File: src/rtl/register_file.sv
// -----------------------------------------------------------------------------
// register_file
//
// General-purpose register bank for the MIPS decode stage. It holds SIZE_REG
// registers of BITS_SIZE bits; register 0 always reads as zero. It is written
// by the write-back stage and read by decode.
//
// Ports:
//   i_clk          system clock; all state updates on the rising edge
//   i_reset        synchronous, active-high; clears every register and the
//                  debug output register
//   i_enable       pipeline step enable; gates writes only, not reads
//   i_reg_write    write-back write enable
//   i_write_addr   destination register (rd, rt or 31 for JAL)
//   i_write_data   write-back data
//   i_read_addr_a  rs address
//   i_read_addr_b  rt address
//   o_read_data_a  rs operand (combinational, with same-cycle write bypass)
//   o_read_data_b  rt operand (combinational, with same-cycle write bypass)
//   i_debug_addr   debug unit register select
//   o_debug_data   registered debug read data (stored contents, no bypass)
// -----------------------------------------------------------------------------
module register_file #(
    parameter int BITS_REGS = 5,
    parameter int BITS_SIZE = 32,
    parameter int SIZE_REG  = 32
) (
    input  logic                 i_clk,
    input  logic                 i_reset,
    input  logic                 i_enable,
    input  logic                 i_reg_write,
    input  logic [BITS_REGS-1:0] i_write_addr,
    input  logic [BITS_SIZE-1:0] i_write_data,
    input  logic [BITS_REGS-1:0] i_read_addr_a,
    input  logic [BITS_REGS-1:0] i_read_addr_b,
    output logic [BITS_SIZE-1:0] o_read_data_a,
    output logic [BITS_SIZE-1:0] o_read_data_b,
    input  logic [BITS_REGS-1:0] i_debug_addr,
    output logic [BITS_SIZE-1:0] o_debug_data
);

    // Register array, kept in flops so both read ports are combinational.
    logic [BITS_SIZE-1:0] regs_q [SIZE_REG];
    logic [BITS_SIZE-1:0] regs_d [SIZE_REG];

    logic [BITS_SIZE-1:0] debug_q;
    logic [BITS_SIZE-1:0] debug_d;

    // A write only takes effect when enabled and not aimed at r0. The same
    // term qualifies the read bypass, so a discarded write is never forwarded.
    logic wr_en;
    assign wr_en = i_reg_write && i_enable && (i_write_addr != '0);

    // Next-state for the array. r0 is forced to zero so it never holds data.
    always_comb begin
        regs_d[0] = '0;
        for (int i = 1; i < SIZE_REG; i++) begin
            regs_d[i] = regs_q[i];
            if (wr_en && (i_write_addr == BITS_REGS'(i))) begin
                regs_d[i] = i_write_data;
            end
        end
    end

    // Debug samples stored contents only; a write on the same edge is not
    // visible until the following edge.
    always_comb begin
        debug_d = regs_q[i_debug_addr];
    end

    // Reset wins over a simultaneous write: that write is lost.
    always_ff @(posedge i_clk) begin
        if (i_reset) begin
            for (int i = 0; i < SIZE_REG; i++) begin
                regs_q[i] <= '0;
            end
            debug_q <= '0;
        end else begin
            for (int i = 0; i < SIZE_REG; i++) begin
                regs_q[i] <= regs_d[i];
            end
            debug_q <= debug_d;
        end
    end

    // Read ports: r0 reads zero, a matching qualified write is forwarded
    // (write-before-read), otherwise the stored value is returned. The bypass
    // does not look at i_reset, so it still forwards while reset is asserted.
    always_comb begin
        if (i_read_addr_a == '0) begin
            o_read_data_a = '0;
        end else if (wr_en && (i_write_addr == i_read_addr_a)) begin
            o_read_data_a = i_write_data;
        end else begin
            o_read_data_a = regs_q[i_read_addr_a];
        end
    end

    always_comb begin
        if (i_read_addr_b == '0) begin
            o_read_data_b = '0;
        end else if (wr_en && (i_write_addr == i_read_addr_b)) begin
            o_read_data_b = i_write_data;
        end else begin
            o_read_data_b = regs_q[i_read_addr_b];
        end
    end

    assign o_debug_data = debug_q;

endmodule

File: config.mk
export PLATFORM = sky130hd
export DESIGN_NAME = register_file
export DESIGN_NICKNAME = d
export VERILOG_FILES = /design/src/rtl/register_file.sv
export SDC_FILE = /design/constraint.sdc
export NUM_CORES = 2
export LEC_CHECK = 0
export CORE_ASPECT_RATIO = 1.1
export CORE_MARGIN = 10
export CORE_UTILIZATION = 40
export DETAILED_ROUTE_END_ITERATION = 10
export PLACE_DENSITY = 0.59
export SLEW_MARGIN = 30
export SYNTH_ARGS = -nofsm -noshare
export SYNTH_HDL_FRONTEND = slang
export SYNTH_SLANG_ARGS = --single-unit
export TNS_END_PERCENT = 20
File: constraint.sdc
create_clock -name i_clk -period 3.3 [get_ports i_clk]
set_input_delay 0.66 -clock i_clk [delete_from_list [all_inputs] [get_ports i_clk]]
set_output_delay 0.66 -clock i_clk [all_outputs]
set_load 0.01 [all_outputs]
==> run summary <==
Average wire per standard cell -> 36.73 µm
Max Freq -> 270.2 MHz
Sequential power share -> 45.2%
Syn Nets -> 3772
Synthesis warning total -> 0
Net load switching power -> 9.502 mW
Worst path max stage delay -> 0.61 ns
Endpoint class of the critical path -> output port
Gate power share -> 19.9%
Number of synthesized flops with an enable pin -> 992
Cell Area, Placed -> 65930 µm²
CP Class -> reg -> out
Dpl ws -> -1.131 ns
Multi-input logic area -> 26130 µm²
Slew HR -> 40.31%
GRT Resource Usage Total -> 27.75%
Mapped Cells -> 3716
Initial antenna violation count -> 6
Setup-failing EPs final -> 28
Core Rows -> 145
Worst skew pair latency -> 0.74 ns
Die height -> 417.3 µm
Buf/Inv on CP -> 2
Switch share -> 27.15%
Die area -> 159100 µm²
Tmin final -> 3.701 ns
Sequential Area -> 30430 µm²
CTS tree -> done
Root buffer selected by CTS -> clkbuf_16
GPL Wtd Cong -> 0.9269
Chip Width -> 381.2 µm
CTS clk-pin slew, worst paths -> 0.06 ns
CORE AREA -> 142200 µm²
Number of global-route vias before repair -> 41801
Crit share post-route -> 112.2%
Total Wirelength -> 228.1 mm
Final worst setup slack -> -0.4011 ns
Routed Antenna Nets -> 0
Tot Pwr -> 35.00 mW
First-pass GRT wire length -> 316.1 mm
CP required -> 2.64 ns
Clock Skews -> 0.01541 ns
PortBufs -> 151
Leakage Power -> 24.69 nW
Area grow syn2layout -> 25.10%
Min-Delay Path Class -> in -> reg
Pwr dens -> 487.5 nW/µm²
Crit start category -> register
Post-route cell area -> 71810 µm²
Internal -> 25.50 mW
Max-cap violations -> 0
H-tree depth -> 3
Congestion Overflow GR -> 0
RSZ-0062 raised after global routing -> true
Worst path most repeated cell -> mux4_2
Clock power share -> 34.9%
Worst slew pin tran -> 0.8953 ns
Distinct cells, synth -> 39
Peak VDD IR -> 0.0004593 V
Number of CTS-inserted buffers -> 114
Number of vias per cell -> 6.772
FILL cells -> 11868
Worst Path Arrival -> 3.04 ns
Slew Viols, Final -> 0
Status -> finished with violations
CP Max Fanout -> 3
DP HPWL -> 144.6 mm
Failing checks -> negative setup slack
Clock sink total -> 1024
Maximum number of pins on one net before global-route repair -> 63
Layout cells sized above 1 -> 44.05%
Longest Clk Path Bufs -> 3
CP max-delay cell -> mux4_2
Final core utilization -> 50.48%
CP Cell Sequence -> mux4_2 -> mux4_2 -> a221oi_4 -> buf_6 -> a21oi_2 -> buf_2
Seq cells post-synth -> 1024
Final hold violations -> 0
Crit path max-delay family -> multiplexers
Post-layout net count -> 4257
Initial core utilization -> 40.35%
Via count -> 42050
Detailed Routing Iterations Pass 1 -> 7
Ys async rst share -> 0%
I/O Pins -> 152
Avg Cell Area, Syn -> 15.45 µm²
Hold slack -> 0.6608 ns
Iter 0 DRT Violations -> 6461
Predominant post-synthesis flop cell -> edfxtp_1
Post-synthesis sequential area ratio -> 53.01%
DRC -> 0
Mapped Area -> 57400 µm²
[sequential cells by signal, summed over array words and instances, names as in the netlist]
| name | flops |
|---|---|
| regs_q | 992 |
| o_debug_data | 32 |
[final timing paths]
check / start / to / slack (ns) / depth (start not counted)
setup / recovery: regs_q[31][31] / o_read_data_a[31] / -0.40 / 6
hold reg to reg: regs_q[2][14] / o_debug_data[14] / 0.94 / 3
hold / removal: i_debug_addr[3] / o_debug_data[6] / 0.66 / 3
setup reg to reg: regs_q[26][20] / o_debug_data[20] / 1.25 / 4
[cell families (layout without fill, tap and decap cells)]
group | count (synthesis) | in the layout | synth area share (%)
flip-flops | 1024 | 1024 | 53.01
multiplexers | 843 | 843 | 30.77
AND/OR/NAND/NOR | 841 | 841 | 5.955
buffers and inverters | 505 | 1084 | 3.699
AO/OA/AOI/OAI | 493 | 493 | 6.411
XOR/XNOR | 10 | 10 | 0.1526
other | 0 | 3 | 0
[power groups by stage]
| stage | Clock (mW) | Sequential (mW) | Combinational, mW |
|---|---|---|---|
| 5_1_grt | 12.8 | 15.9 | 7.15 |
| 4_1_cts | 12.3 | 15.8 | 6.74 |
| 3_3_place_gp | 0 | 16.0 | 6.45 |
| 6_report | 12.2 | 15.8 | 6.95 |
| 2_1_floorplan | 0 | 15.9 | 3.48 |
| 3_5_place_dp | 0 | 16.0 | 6.46 |
[synthesized netlist by cell type (62+ instances only)]
master / instances / area (µm²)
a221oi_1: 68 / 595.6
nor2_1: 651 / 2444
a22oi_1: 85 / 638.1
inv_1: 90 / 337.8
edfxtp_1: 992 / 29790
o22ai_1: 86 / 538.0
buf_1: 62 / 232.7
mux2_2: 91 / 1025
nand2_1: 73 / 274.0
clkbuf_1: 234 / 878.3
a22o_1: 74 / 648.1
mux4_2: 728 / 16400
buf_2: 92 / 460.4
[layout make-up]
class | instances | share of cell area, %
sequential | 1024 | 42.38
multi-input combinational | 2187 | 36.39
timing repair buffer | 784 | 12.56
clock buffer | 152 | 4.334
tap | 1911 | 3.330
clock inverter | 58 | 0.5262
inverter | 90 | 0.4705
antenna | 3 | 0.01045
[repair_timing]
item | 4_1_cts | 5_1_grt
cloned | 8 | 4
resized for setup | 400 | 128
setup buffers | 57 | 34
pin swaps | 59 | 50
hold buffers | 0 | 0
setup endpoints to repair | 64 | 59
[through the flow]
stage	instances	setup TNS, ns
after floorplan	3716	0
after global placement	5903	-39.61
after detailed placement	5904	-38.31
after CTS	6173	-3.988
after global routing	6206	-4.240
final	6209	-2.474
[worst min-delay path: cells and delay by family]
kind / cells / cell delay, ns
mux: 1 / 0.30
buf+inv: 1 / 0.27
compound gates: 1 / 0.13
[layout by cell type, fill, tap and decap left out, types with 25 or more instances in the layout]
master	instances
clkdlybuf4s50_1	67
a22o_1	72
nand2_1	53
clkbuf_16	123
buf_12	167
dfxtp_1	32
a22oi_2	25
nor2_1	643
mux4_2	728
nand2b_1	34
buf_4	415
buf_6	40
edfxtp_1	992
o22a_1	26
a22oi_1	60
a221oi_2	27
buf_16	26
mux2_2	91
o211ai_1	53
clkbuf_1	32
a221oi_1	40
inv_1	89
o22ai_2	39
o22ai_1	38
[metal layers]
metal	vias to the layer above	routed length, µm	global-route usage, %
met5	-	43	0
met4	6	11180	10.64
met3	584	28650	7.498
met2	3315	103900	43.33
met1	21951	84260	36.98
li1	16194	-	-
No activity file was read; power rests on OpenSTA's default activity.
